## src/rtl/spi_fl_seq_pkg.sv

```systemverilog
// rtl/spi_fl_seq_pkg.sv - shared codes and state encodings for the SPI flash sequencer
package spi_fl_seq_pkg;

  typedef enum logic [1:0] {
    OP_READ    = 2'd0,
    OP_STATUS  = 2'd1,
    OP_PROGRAM = 2'd2,
    OP_ERASE   = 2'd3
  } op_e;

  localparam logic [2:0] CT_CMD     = 3'd0;
  localparam logic [2:0] CT_ADDR    = 3'd1;
  localparam logic [2:0] CT_ADDR_TX = 3'd2;
  localparam logic [2:0] CT_ADDR_RX = 3'd3;
  localparam logic [2:0] CT_RX      = 3'd4;

  localparam logic [7:0] OPC_WREN   = 8'h06;
  localparam logic [7:0] OPC_RDSR   = 8'h05;
  localparam logic [7:0] OPC_READ3  = 8'h03;
  localparam logic [7:0] OPC_FREAD3 = 8'h0B;
  localparam logic [7:0] OPC_READ4  = 8'h13;
  localparam logic [7:0] OPC_FREAD4 = 8'h0C;
  localparam logic [7:0] OPC_PP3    = 8'h02;
  localparam logic [7:0] OPC_PP4    = 8'h12;
  localparam logic [7:0] OPC_SE3    = 8'hD8;
  localparam logic [7:0] OPC_SE4    = 8'hDC;

  // Program/erase step 2 is the busy poll; it repeats without advancing.
  localparam logic [1:0] STEP_POLL = 2'd2;

  typedef enum logic [2:0] {
    S_IDLE    = 3'd0,
    S_ISSUE   = 3'd1,
    S_WAIT_LO = 3'd2,
    S_WAIT_HI = 3'd3,
    S_STEP    = 3'd4,
    S_DONE    = 3'd5
  } state_e;

endpackage

```

## src/rtl/spi_fl_step_dec.sv

```systemverilog
// rtl/spi_fl_step_dec.sv - maps (op, step) to the master transaction fields
module spi_fl_step_dec
  import spi_fl_seq_pkg::*;
#(
  parameter bit FAST_READ = 1'b1,
  parameter bit ADDR4B    = 1'b1
) (
  input  logic [1:0] op_i,
  input  logic [1:0] step_i,
  output logic [7:0] command_o,
  output logic [2:0] commtype_o,
  output logic [6:0] ndata_bits_o,
  output logic [3:0] dummy_cycles_o
);

  always_comb begin
    command_o      = OPC_RDSR;
    commtype_o     = CT_RX;
    ndata_bits_o   = 7'd8;
    dummy_cycles_o = 4'd0;
    if (op_i == OP_READ) begin
      if (ADDR4B) command_o = FAST_READ ? OPC_FREAD4 : OPC_READ4;
      else        command_o = FAST_READ ? OPC_FREAD3 : OPC_READ3;
      commtype_o     = CT_ADDR_RX;
      ndata_bits_o   = 7'd32;
      dummy_cycles_o = FAST_READ ? 4'd8 : 4'd0;
    end else if (op_i != OP_STATUS) begin
      case (step_i)
        2'd0: begin
          command_o    = OPC_WREN;
          commtype_o   = CT_CMD;
          ndata_bits_o = 7'd0;
        end
        2'd1: begin
          if (op_i == OP_PROGRAM) begin
            command_o    = ADDR4B ? OPC_PP4 : OPC_PP3;
            commtype_o   = CT_ADDR_TX;
            ndata_bits_o = 7'd32;
          end else begin
            command_o    = ADDR4B ? OPC_SE4 : OPC_SE3;
            commtype_o   = CT_ADDR;
            ndata_bits_o = 7'd0;
          end
        end
        default: ;
      endcase
    end
  end

endmodule

```

## src/rtl/spi_fl_seq.sv

```systemverilog
// rtl/spi_fl_seq.sv - turns word-level flash requests into ordered spi_master_fl transactions
module spi_fl_seq
  import spi_fl_seq_pkg::*;
#(
  parameter bit FAST_READ = 1'b1,
  parameter bit ADDR4B    = 1'b1,
  parameter int POLL_MAX  = 1024
) (
  input  logic        clk,
  input  logic        rst,
  input  logic        req_valid,
  output logic        req_ready,
  input  logic [1:0]  req_op,
  input  logic [31:0] req_addr,
  input  logic [31:0] req_wdata,
  output logic        resp_valid,
  output logic [31:0] resp_rdata,
  output logic        resp_err,
  output logic [7:0]  command,
  output logic [31:0] address,
  output logic [31:0] data_in,
  output logic [2:0]  commtype,
  output logic [6:0]  ndata_bits,
  output logic [3:0]  dummy_cycles,
  output logic [9:0]  frame_struct,
  output logic [1:0]  xipbit_en,
  output logic [1:0]  spimode,
  output logic        dtr_en,
  output logic        fourbyteaddr_on,
  output logic        validflag,
  input  logic        tready,
  input  logic [31:0] data_out
);

  localparam int PW = $clog2(POLL_MAX + 1);

  state_e      state_q, state_d;
  logic [1:0]  op_q, op_d, step_q, step_d;
  logic [PW-1:0] poll_q, poll_d;
  logic [7:0]  command_q, command_d;
  logic [31:0] address_q, address_d, data_in_q, data_in_d;
  logic [2:0]  commtype_q, commtype_d;
  logic [6:0]  ndata_q, ndata_d;
  logic [3:0]  dummy_q, dummy_d;
  logic [31:0] rdata_q, rdata_d;
  logic        err_q, err_d, load;

  logic [1:0]  dec_op, dec_step;
  logic [7:0]  dec_command;
  logic [2:0]  dec_commtype;
  logic [6:0]  dec_ndata;
  logic [3:0]  dec_dummy;

  // Decoder looks at the step about to be issued so fields are registered on entry to ISSUE.
  assign dec_op   = (state_q == S_IDLE) ? req_op : op_q;
  assign dec_step = (state_q == S_IDLE) ? 2'd0 :
                    ((step_q == STEP_POLL) ? STEP_POLL : step_q + 2'd1);

  spi_fl_step_dec #(.FAST_READ(FAST_READ), .ADDR4B(ADDR4B)) u_dec (
    .op_i          (dec_op),
    .step_i        (dec_step),
    .command_o     (dec_command),
    .commtype_o    (dec_commtype),
    .ndata_bits_o  (dec_ndata),
    .dummy_cycles_o(dec_dummy)
  );

  always_ff @(posedge clk or negedge rst) begin
    if (!rst) begin
      state_q    <= S_IDLE;
      op_q       <= 2'd0;
      step_q     <= 2'd0;
      poll_q     <= '0;
      command_q  <= 8'd0;
      address_q  <= 32'd0;
      data_in_q  <= 32'd0;
      commtype_q <= CT_CMD;
      ndata_q    <= 7'd0;
      dummy_q    <= 4'd0;
      rdata_q    <= 32'd0;
      err_q      <= 1'b0;
    end else begin
      state_q    <= state_d;
      op_q       <= op_d;
      step_q     <= step_d;
      poll_q     <= poll_d;
      command_q  <= command_d;
      address_q  <= address_d;
      data_in_q  <= data_in_d;
      commtype_q <= commtype_d;
      ndata_q    <= ndata_d;
      dummy_q    <= dummy_d;
      rdata_q    <= rdata_d;
      err_q      <= err_d;
    end
  end

  always_comb begin
    state_d    = state_q;
    op_d       = op_q;
    step_d     = step_q;
    poll_d     = poll_q;
    command_d  = command_q;
    address_d  = address_q;
    data_in_d  = data_in_q;
    commtype_d = commtype_q;
    ndata_d    = ndata_q;
    dummy_d    = dummy_q;
    rdata_d    = rdata_q;
    err_d      = err_q;
    load       = 1'b0;
    case (state_q)
      S_IDLE: begin
        if (req_valid) begin
          op_d      = req_op;
          step_d    = 2'd0;
          address_d = req_addr;
          data_in_d = req_wdata;
          load      = 1'b1;
          state_d   = S_ISSUE;
        end
      end
      S_ISSUE:   if (tready)  state_d = S_WAIT_LO;
      S_WAIT_LO: if (!tready) state_d = S_WAIT_HI;
      S_WAIT_HI: if (tready)  state_d = S_STEP;
      S_STEP: begin
        state_d = S_ISSUE;
        if (op_q == OP_READ) begin
          rdata_d = data_out;
          err_d   = 1'b0;
          state_d = S_DONE;
        end else if (op_q == OP_STATUS) begin
          rdata_d = {24'h0, data_out[7:0]};
          err_d   = 1'b0;
          state_d = S_DONE;
        end else if (step_q == STEP_POLL) begin
          rdata_d = {24'h0, data_out[7:0]};
          if (!data_out[0]) begin
            err_d   = 1'b0;
            state_d = S_DONE;
          end else begin
            poll_d = poll_q + PW'(1);
            if (poll_d == PW'(POLL_MAX)) begin
              err_d   = 1'b1;
              state_d = S_DONE;
            end else begin
              load = 1'b1;
            end
          end
        end else begin
          step_d = step_q + 2'd1;
          load   = 1'b1;
        end
      end
      S_DONE: begin
        poll_d  = '0;
        state_d = S_IDLE;
      end
      default: state_d = S_IDLE;
    endcase
    if (load) begin
      command_d  = dec_command;
      commtype_d = dec_commtype;
      ndata_d    = dec_ndata;
      dummy_d    = dec_dummy;
    end
  end

  assign req_ready       = (state_q == S_IDLE);
  assign resp_valid      = (state_q == S_DONE);
  assign validflag       = (state_q == S_ISSUE) && tready;
  assign resp_rdata      = rdata_q;
  assign resp_err        = err_q;
  assign command         = command_q;
  assign address         = address_q;
  assign data_in         = data_in_q;
  assign commtype        = commtype_q;
  assign ndata_bits      = ndata_q;
  assign dummy_cycles    = dummy_q;
  assign frame_struct    = 10'd0;
  assign xipbit_en       = 2'd0;
  assign spimode         = 2'd0;
  assign dtr_en          = 1'b0;
  assign fourbyteaddr_on = ADDR4B;

endmodule

```

## config.mk

```make
export PLATFORM = sky130hd
export DESIGN_NAME = spi_fl_seq
export DESIGN_NICKNAME = d
export VERILOG_FILES = /design/src/rtl/spi_fl_seq_pkg.sv /design/src/rtl/spi_fl_step_dec.sv /design/src/rtl/spi_fl_seq.sv
export SDC_FILE = /design/constraint.sdc
export NUM_CORES = 1
export LEC_CHECK = 0
export ABC_AREA = 1
export BUFFER_PORTS_ARGS = -buffer_cell sky130_fd_sc_hd__clkbuf_2
export CAP_MARGIN = 30
export CORE_MARGIN = 2
export CORE_UTILIZATION = 40
export DETAILED_ROUTE_END_ITERATION = 7
export GPL_TIMING_DRIVEN = 1
export PLACE_DENSITY = 0.7
export SETUP_SLACK_MARGIN = 0.3
export SYNTH_ARGS = -nofsm -noshare
export SYNTH_HDL_FRONTEND = slang
export SYNTH_SLANG_ARGS = --single-unit
```

## constraint.sdc

```tcl
create_clock -name clk -period 1.7 [get_ports clk]
set_input_delay 0.085 -clock clk [delete_from_list [all_inputs] [get_ports clk]]
set_output_delay 0.085 -clock clk [all_outputs]
set_load 0.005 [all_outputs]
```

==> metrics, run 1 <==
largest family of logic cells by synthesized area simple AND/OR/NAND/NOR gates; Site Rows between 40 and 50; Die ar. 14400 um2; number of I/O port buffers about 210; initial antenna violation count 0; # IOs 240; core area around 13000 um2; Syn. warnings 0; setup slack, reg-to-reg -0.13 ns; predominant post-synthesis flop cell dfrtp_1; Detailed Route Iter0 Violations 250; Worst setup SP type register; critical path's slowest cell dfrtp_1; Peak supply drop between 0.0009 and 0.001 V; routed vias/inst 4.93; final setup fails 46; RSZ-0062 raised after global routing yes; root buffer cell clkbuf_16; CP Max Fanout 8; fin crit share 108%; most frequent cells in the layout clkbuf_2 (211), dfrtp_1 (122), dlygate4sd3_1 (99); drt wl/cell approximately 17 um; first drt pass iteration count 5; Worst-path clk slew about 0.060 ns; compound-cell area share of the yosys netlist between 5 and 6%; Remaining DRCs 0; vias in the first global route roughly 5.6k; final WL 18700 um; Fin. Hold Viols 0; worst r2r path cells 13; Chip Width between 100 and 150 um; first-pass GRT wire length approximately 27000 um; starting density of the core roughly two fifths; post-synthesis sequential area ratio a little under three fifths; die height 120 um; XOR/XNOR share of the synthesized area 0.162%; Min-Delay Path Class in -> reg; Post-Synthesis Cells 517; Via Count roughly 5.4k; Async SR Flop Fraction between 90% and 100%; Syn-to-layout area delta 83.2%; worst-margin pin slew 0.652 ns; largest net degree at the start of global routing 124; Pleak 4.93 nW; pre-CTS setup slack -0.118 ns; final RePlAce weighted congestion roughly 0.9; Post-DRT Antenna Nets 0; Num CTS Buffers 17; worst rel slew slack between 50 and 60%; clk sinks roughly 120; crit path cell chain nand2_1 > nor2_1 > nand2_1 > nand2_1 > nand2_1 > nor2_1 > nand2_1 > o21bai_2 > nand2_2 > nand2_4 > buf_12 > nand3_1 > nand2_1; fill cell count 778; fraction of layout cells with a size suffix above 1 roughly 55%; Post-Synth Simple-Gate Area around 15%; reg-to-reg critical path startpoint poll_q[3]$_DFFE_PN0P_; commonest non-fill, non-tap cell in the layout clkbuf_2; worst path arrival time 2.19 ns; fin nets roughly 1.0k; crit-path max cell delay about 0.47 ns; number of max-cap violations 0; GRT Total Usage about 25%; R2R Path End ndata_bits[3]$_DFFE_PN0P_; Setup crit end kind register; Final Power about 0.018 W; FMAX 0.546 GHz; grt total ovfl 0; fin util between 70% and 80%; dpl hpwl around 9000 um; Cell Pwr Density between 1500 and 2000 nW/um2; max-slew violation count 0; Clock Latency Late Sink around 0.43 ns; antenna diode count 0; EDFF count, synth 0; FF+latch count, synth 123; fin crit period 1.83 ns; Worst Setup EP ndata_bits[3]$_DFFE_PN0P_; unique cell type count in the Yosys netlist 32; Critical Path Source poll_q[3]$_DFFE_PN0P_; Setup Skew ~0.012 ns; Hold Slack about 0.15 ns; H-tree Lvls 4; failing checks negative setup slack; multiplexer share of the synthesized area about an eighth; CTS tree built; Bufs on Longest Clock Path 2; synthesized-area fraction occupied by adder cells 0.696%; Mapped Area between 5000 and 6000 um2; final worst slack -0.132 ns; Crit Path Category reg -> reg; status finished with violations; Post-Syn Area per Cell 10.4 um2; WP data required a little over 2 ns; Worst path most repeated cell nand2_1
## worst max-delay path: cells and delay by family (launching register included)
kind | cells | cell delay, ns
simple gates | 11 | 1.04
flops | 1 | 0.47
compound gates | 1 | 0.15
buf+inv | 1 | 0.12
## how the worst min path moves through the flow
| stage | endpoint | slack (ns) | depth (start not counted) | from |
|---|---|---|---|---|
| 5_1_grt | op_q[0]$_DFFE_PN0P_ | 0.15 | 3 | req_valid |
| 3_3_place_gp | resp_rdata[10]$_DFFE_PN0P_ | 0.23 | 2 | rst |
| 4_1_cts | state_q[0]$_DFFE_PN0P_ | 0.05 | 4 | tready |
| 6_report | op_q[0]$_DFFE_PN0P_ | 0.15 | 3 | req_valid |
| 2_1_floorplan | address[0]$_DFFE_PN0P_ | -0.21 | 0 | rst |
| 3_5_place_dp | resp_rdata[10]$_DFFE_PN0P_ | 0.24 | 2 | rst |
## routing by layer
metal,vias to the layer above,GRT usage (%),wire [um]
li1,2416,-,-
met1,2644,26.6,6870
met2,229,44.2,10100
met3,66,7.56,1040
met4,0,11.8,720
met5,-,0,0
## logic make-up (layout without fill, tap and decap cells)
logic type	Yosys count	after routing
simple gates	194	195
mux	64	64
xor+xnor	1	1
buf+inv	78	448
flops	123	123
fa+ha+maj	3	3
other cells	2	25
compound gates	52	52
## cell type report
class	instances	area, um2	area share, %
Timing Repair Buffer	385	3180	32.2
Tap cell	176	220	2.23
Clock buffer	20	467	4.72
Sequential cell	123	3080	31.2
Clock inverter	12	138	1.39
Inverter	31	146	1.48
Multi-Input combinational cell	340	2650	26.8
## synth_stat cells (all sizes together) (2+ instances only)
| cell type | count | area share [%] |
|---|---|---|
| mux2 | 64 | 13 |
| nor4 | 2 | 0.23 |
| nand3 | 30 | 2.8 |
| clkbuf | 5 | 0.35 |
| dfrtp | 123 | 57 |
| o21bai | 2 | 0.35 |
| ha | 3 | 0.70 |
| buf | 42 | 5.6 |
| o21ai | 45 | 4.2 |
| nand2 | 134 | 9.6 |
| nor3 | 3 | 0.49 |
| conb | 2 | 0.14 |
| a21oi | 2 | 0.19 |
| inv | 30 | 2.1 |
| nor2 | 23 | 1.8 |
## registers in the layout (all words and copies together), names as in the netlist
name	flops
address	32
data_in	32
resp_rdata	32
poll_q	11
command	4
state_q	3
commtype	2
op_q	2
step_q	2
dummy_cycles	1
ndata_bits	1
resp_err	1
## repair_timing
item | 4_1_cts | 5_1_grt
endpoints found under the setup margin | 125 | 126
gates cloned | 17 | 1
gates resized for setup | 157 | 114
hold buffers | 99 | 0
buffers inserted | 27 | 10
pin swaps | 20 | 19
hold endpoints to repair | 221 | 0
## metrics by stage
stage / TNS [ns] / cell area [um2] / std cells
global placement: -0.145 / 6660 / 901
CTS: -0.675 / 9350 / 1076
detailed placement: -0.960 / 6660 / 901
finish: -1.54 / 9880 / 1087
floorplan: 0 / 5510 / 540
global route: -6.60 / 9880 / 1087
## power by group
part	switching (W)	total (W)	internal (W)
Combinational	0.00379	0.00847	0.00469
Sequential	0.00114	0.00551	0.00437
Clock	0.00138	0.00366	0.00228
Total	0.00631	0.0176	0.0113
Note: power is estimated with default switching activity, not from simulation.
==> inputs of run 2 (changes only) <==
--- a/config.mk
+++ b/config.mk
@@ -12,6 +12,7 @@
 export CORE_UTILIZATION = 40
 export DETAILED_ROUTE_END_ITERATION = 7
 export GPL_TIMING_DRIVEN = 1
+export MAX_ROUTING_LAYER = met4
 export PLACE_DENSITY = 0.7
 export SETUP_SLACK_MARGIN = 0.3
 export SYNTH_ARGS = -nofsm -noshare
==> run 2 against run 1 <==
The run still ends with negative setup slack left. Die area stayed put. Clock power is 5% lower. Critical path depth is 1 lower. Core utilization is 0.26 points higher. Worst setup slack worse by 0.033 ns. Non-clock buffer count is 6 lower. Via count is 1.1% lower. Sequential share of layout area is 0.094 points lower. Sequential power hardly changed. Wire length is 3.7% higher. Flip-flop and latch count stayed put. Clock skew is 0.0012 ns higher. Critical path type unchanged.
==> metrics, run 2 (synthesized netlist as in run 1, its figures left out) <==
Syn-to-layout area delta 83.8% (was 83.2%); Chip Width 120 um (unchanged); max-slew violation count 0 (unchanged); fin nets 997 (was 1003); starting density of the core 40.9% (unchanged); FMAX 0.536 GHz (was 0.546 GHz); Bufs on Longest Clock Path 2 (unchanged); worst path arrival time 2.21 ns (was 2.19 ns); Detailed Route Iter0 Violations 303 (was 250); Peak supply drop 0.00101 V (was 0.000988 V); number of I/O port buffers 214 (unchanged); Clock Latency Late Sink 0.42 ns (was 0.43 ns); antenna diode count 0 (unchanged); Clk network pwr share 19.5% (was 20.8%); Seq pwr share 30.8% (was 31.2%); fin crit share 110% (was 108%); Setup Skew 0.0136 ns (was 0.0124 ns); Combinational Power Share 49.6% (was 48.0%); Crit Path Category reg -> reg (unchanged); core area 13200 um2 (unchanged); vias in the first global route 5374 (was 5602); Pleak 5.07 nW (was 4.93 nW); clk sinks 123 (unchanged); RSZ-0062 raised after global routing yes (unchanged); Worst-path clk slew 0.06 ns (about the same); Remaining DRCs 0 (unchanged); CTS tree built (unchanged); first drt pass iteration count 4 (was 5); worst-margin pin slew 0.659 ns (was 0.652 ns); status finished with violations (unchanged); initial antenna violation count 0 (unchanged); Min-Delay Path Class in -> reg (unchanged); Num CTS Buffers 17 (unchanged); largest net degree at the start of global routing 124 (unchanged); Worst setup SP type register (unchanged); dpl hpwl 9130 um (was 9270 um); final worst slack -0.165 ns (was -0.132 ns); Site Rows 42 (unchanged); first-pass GRT wire length 26800 um (was 27400 um); # IOs 240 (unchanged); final RePlAce weighted congestion 0.828 (was 0.884); die height 120 um (unchanged); Post-DRT Antenna Nets 0 (unchanged); setup TNS -2.38 ns (was -1.54 ns); WP data required 2.05 ns (was 2.06 ns); setup slack, reg-to-reg -0.17 ns (was -0.13 ns); internal cell power 0.0115 W (was 0.0113 W); H-tree Lvls 4 (unchanged); Setup crit end kind register (unchanged); P_sw 0.00632 W (was 0.00631 W); number of max-cap violations 0 (unchanged); grt total ovfl 0 (unchanged); CP Max Fanout 8 (unchanged); fin crit period 1.87 ns (was 1.83 ns); Die ar. 14400 um2 (unchanged); root buffer cell clkbuf_16 (unchanged); Via Count 5294 (was 5355); sw frac 35.5% (was 35.8%); Cell Pwr Density 1800 nW/um2 (was 1790 nW/um2); final setup fails 33 (was 46); drt wl/cell 18.0 um (was 17.2 um); final WL 19400 um (was 18700 um); GRT Total Usage 24.7% (was 24.8%); commonest non-fill, non-tap cell in the layout clkbuf_2 (unchanged); Fin. Hold Viols 0 (unchanged); failing checks negative setup slack (unchanged); fin util 75.2% (was 74.9%); fraction of layout cells with a size suffix above 1 55.1% (about the same); most frequent cells in the layout clkbuf_2 (210), dfrtp_1 (121), dlygate4sd3_1 (99) (was clkbuf_2 (211), dfrtp_1 (122), dlygate4sd3_1 (99)); worst rel slew slack 56.1% (was 56.5%); routed vias/inst 4.90 (was 4.93)
run 2: per-stage QoR:
stage               hold slack [ns]  instances  power (W)  worst slack, ns  cell area [um2]
floorplan                    -0.211        540    0.00806           0.0347             5510
global placement              0.227        900     0.0101          -0.0388             6670
detailed placement            0.244        900     0.0104           -0.128             6670
CTS                          0.0435       1064     0.0161          -0.0709             9130
global route                  0.112       1081     0.0188           -0.280             9910
finish                        0.101       1081     0.0178           -0.165             9910
run 2: layer usage:
metal | global-route usage (%) | vias to the layer above | wire length [um]
met4 | 10.4 | 0 | 435
met5 | - | - | 0
met2 | 42.9 | 193 | 10400
met3 | 4.52 | 41 | 817
met1 | 27.9 | 2653 | 7820
li1 | - | 2407 | -
run 2: layout make-up:
type / count / area [um2]
inverters: 31 / 145
repair buffers: 379 / 3170
clock buffers: 21 / 450
flip-flops and latches: 123 / 3080
multi-input cells: 340 / 2730
well taps: 176 / 220
clock inverters: 11 / 120
fillers: 830 / 3280
run 2: path summary, 6_finish.rpt:
| path | cells after the start | end | start |
|---|---|---|---|
| hold reg to reg | 2 | resp_rdata[2]$_DFFE_PN0P_ | resp_rdata[2]$_DFFE_PN0P_ |
| hold / removal | 3 | op_q[0]$_DFFE_PN0P_ | req_valid |
| setup / recovery | 12 | ndata_bits[3]$_DFFE_PN0P_ | poll_q[0]$_DFFE_PN0P_ |
| setup reg to reg | 12 | ndata_bits[3]$_DFFE_PN0P_ | poll_q[0]$_DFFE_PN0P_ |
| min in group asynchronous | 3 | resp_rdata[10]$_DFFE_PN0P_ | rst |
| max in group asynchronous | 3 | poll_q[7]$_DFFE_PN0P_ | rst |
run 2: what timing repair did:
action,CTS,global route
buffers inserted,22,6
hold buffers,99,0
pin swaps,10,30
hold endpoints to repair,221,0
cloned,11,11
resized for setup,107,177
endpoints found under the setup margin,124,126
run 2: critical path, stage by stage, from the launching register on:
cell and delay, ns:
dfrtp_1 0.41, buf_4 0.16, nand3_2 0.11, o21ai_1 0.17
nand2_1 0.10, nor2_1 0.11, nand3_1 0.10, o21bai_2 0.19
nand2_2 0.08, nand2_4 0.12, buf_12 0.13, nand3_1 0.06
nand2_1 0.06
run 2: power groups by stage:
stage               sequential (W)  clock, W  combinational, W
finish                     0.00550   0.00348           0.00885
global route               0.00566   0.00367           0.00946
CTS                        0.00526   0.00352           0.00730
detailed placement         0.00522         0           0.00517
global placement           0.00513         0           0.00501
floorplan                  0.00522         0           0.00283
==> inputs of run 3 (changes only) <==
--- a/config.mk
+++ b/config.mk
@@ -8,12 +8,16 @@
 export ABC_AREA = 1
 export BUFFER_PORTS_ARGS = -buffer_cell sky130_fd_sc_hd__clkbuf_2
 export CAP_MARGIN = 30
+export CELL_PAD_IN_SITES_DETAIL_PLACEMENT = 0
+export CELL_PAD_IN_SITES_GLOBAL_PLACEMENT = 1
+export CORE_ASPECT_RATIO = 1.75
 export CORE_MARGIN = 2
-export CORE_UTILIZATION = 40
+export CORE_UTILIZATION = 32
+export CTS_BUF_LIST = sky130_fd_sc_hd__clkbuf_4 sky130_fd_sc_hd__clkbuf_8 sky130_fd_sc_hd__clkbuf_16
 export DETAILED_ROUTE_END_ITERATION = 7
 export GPL_TIMING_DRIVEN = 1
 export MAX_ROUTING_LAYER = met4
-export PLACE_DENSITY = 0.7
+export PLACE_DENSITY = 0.75
 export SETUP_SLACK_MARGIN = 0.3
 export SYNTH_ARGS = -nofsm -noshare
 export SYNTH_HDL_FRONTEND = slang
==> run 3 against run 2 <==
The flow still finishes with violations (negative setup slack). Count of clock-buffer cells in the layout down 3. Critical path type unchanged. Via count decreased by 4.7%. Largest cell class is now registers. Highest routed layer unchanged. Combinational power fell by 12%. Cell count grew 4.1%. Global-route usage shrank 4.6 points. Core utilization shrank 17 points. Worst setup slack got worse by 0.0037 ns. Non-clock buffer count fell by 5. Wire length decreased by 8.3%.
==> metrics, run 3 (synthesized netlist as in run 1, its figures left out) <==
status finished with violations (unchanged); failing checks negative setup slack (unchanged); max-slew violation count 0 (unchanged); root buffer cell clkbuf_16 (unchanged); Bufs on Longest Clock Path 2 (unchanged); Syn-to-layout area delta 77.4% (was 83.8%); Setup crit end kind register (unchanged); # IOs 240 (unchanged); number of max-cap violations 0 (unchanged); CTS tree built (unchanged); Cell Pwr Density 1770 nW/um2 (was 1800 nW/um2); number of I/O port buffers 214 (unchanged); final setup fails 44 (was 33); pre-CTS setup slack -0.112 ns (was -0.128 ns); fraction of layout cells with a size suffix above 1 48.6% (was 55.1%); crit-path max cell delay 0.44 ns (was 0.41 ns); Setup Skew 0.0110 ns (was 0.0136 ns); Num CTS Buffers 17 (unchanged); FMAX 0.535 GHz (was 0.536 GHz); GRT Total Usage 20.0% (was 24.7%); RSZ-0062 raised after global routing yes (unchanged); WP data required 2.00 ns (was 2.05 ns); Crit Path Category reg -> reg (unchanged); fill cell count 1382 (was 830); grt total ovfl 0 (unchanged); Finished Layout Cells 1125 (was 1081); critical path's slowest cell dfrtp_2 (was dfrtp_1); routed vias/inst 4.49 (was 4.90); starting density of the core 32.8% (was 40.9%); Site Rows 62 (was 42); initial antenna violation count 2 (was 0); family with the most delay on the worst path simple AND/OR/NAND/NOR gates (unchanged); Remaining DRCs 0 (unchanged); final WL 17800 um (was 19400 um); Min-Delay Path Class in -> reg (unchanged); commonest non-fill, non-tap cell in the layout clkbuf_2 (unchanged); H-tree Lvls 4 (unchanged); CP Max Fanout 3 (was 8); Worst-path clk slew 0.06 ns (about the same); fin crit share 110% (about the same); Clock Latency Late Sink 0.42 ns (about the same); Chip Width 102 um (was 120 um); die height 176 um (was 120 um); final worst slack -0.169 ns (was -0.165 ns); first-pass GRT wire length 26900 um (was 26800 um); first drt pass iteration count 4 (unchanged); fin nets 991 (was 997); fin util 58.2% (was 75.2%); dpl hpwl 10800 um (was 9130 um); Post-DRT Antenna Nets 0 (unchanged); setup TNS -1.83 ns (was -2.38 ns); Worst setup SP type register (unchanged); fin crit period 1.87 ns (about the same); core area 16400 um2 (was 13200 um2); most frequent cells in the layout clkbuf_2 (210), nand2_1 (121), dfrtp_1 (118) (was clkbuf_2 (210), dfrtp_1 (121), dlygate4sd3_1 (99)); crit path cell chain ha_4 > nand3_4 > xor2_1 > nor2_1 > nand3_2 > o21bai_4 > nand2_2 > nand2_4 > buf_4 > nand3_1 > nand2_1 (was buf_4 > nand3_2 > o21ai_1 > nand2_1 > nor2_1 > nand3_1 > o21bai_2 > nand2_2 > nand2_4 > buf_12 > nand3_1 > nand2_1); largest net degree at the start of global routing 34 (was 124); drt wl/cell 15.8 um (was 18.0 um); Detailed Route Iter0 Violations 130 (was 303); Fin. Hold Viols 0 (unchanged); vias in the first global route 5276 (was 5374); worst path arrival time 2.17 ns (was 2.21 ns); Via Count 5046 (was 5294); final RePlAce weighted congestion 0.839 (was 0.828); clk sinks 123 (unchanged); Die ar. 18000 um2 (was 14400 um2); post-placement cell count 955 (was 900); Buf/Inv on CP 1 (was 2); Peak supply drop 0.000870 V (was 0.00101 V); Pleak 4.95 nW (was 5.07 nW)
## run 3: changes by cell type in the layout (fill, tap and decap cells not counted), moves of 5 or more
| cell | before | now |
|---|---|---|
| buf_6 | 17 | 25 |
| nand2_4 | 26 | 7 |
| o21ai_0 | 5 | 29 |
| nand3_2 | 13 | 6 |
| nand2_1 | 82 | 121 |
| o21ai_2 | 27 | 7 |
| buf_16 | 13 | 5 |
| nand2_2 | 24 | 5 |
| nand3_1 | 16 | 21 |
## run 3: worst paths after layout
kind	from	end	slack, ns	cells after the start
worst max-delay path	poll_q[0]$_DFFE_PN0P_	command[4]$_DFFE_PN0P_	-0.17	11
worst min-delay path	tready	state_q[0]$_DFFE_PN0P_	0.06	4
max in group asynchronous	rst	poll_q[2]$_DFFE_PN0P_	0.94	3
worst max register to register	poll_q[0]$_DFFE_PN0P_	command[4]$_DFFE_PN0P_	-0.17	11
worst min register to register	resp_rdata[1]$_DFFE_PN0P_	resp_rdata[1]$_DFFE_PN0P_	0.48	2
min in group asynchronous	rst	address[16]$_DFFE_PN0P_	0.21	2
## run 3: power by group
group	switching, W	internal, W	leakage (nW)
Clock	0.00149	0.00237	0.303
Sequential	0.000918	0.00436	1.49
Combinational	0.00341	0.00441	3.16
## run 3: area by class of cell
type	instances	area (um2)	share of cell area, %
well taps	224	280	2.93
repair buffers	374	2970	31.1
diodes	2	5.00	0.0523
flip-flops and latches	123	3080	32.2
clock buffers	18	433	4.52
clock inverters	14	186	1.95
multi-input cells	339	2470	25.8
inverters	31	139	1.45
## run 3: repair_timing
action | 4_1_cts | 5_1_grt
endpoints found under the hold margin | 136 | 0
setup buffers | 14 | 10
pin swaps | 12 | 28
setup endpoints to repair | 117 | 126
gates resized for setup | 117 | 69
hold buffers | 99 | 0
gates cloned | 6 | 7
## run 3: stage by stage
stage | power (W) | area [um2] | hold slack, ns
detailed placement | 0.0104 | 6780 | 0.0638
finish | 0.0169 | 9570 | 0.0604
CTS | 0.0161 | 9110 | 0.0485
floorplan | 0.00806 | 5510 | -0.211
global placement | 0.0104 | 6780 | 0.0622
global route | 0.0180 | 9570 | 0.0845
## run 3: layer usage
metal	vias to the layer above	wire length, um	global-route usage, %
li1	2397	-	-
met1	2459	6520	21.1
met2	153	10100	35.5
met3	37	580	3.74
met4	0	568	9.06
met5	-	0	-
## run 3: worst min-delay path: cells and delay by family
family                 cells  cell delay [ns]
and+or+nand+nor            1             0.12
buffers and inverters      2             0.19
AOI/OAI and AO/OA          1             0.04
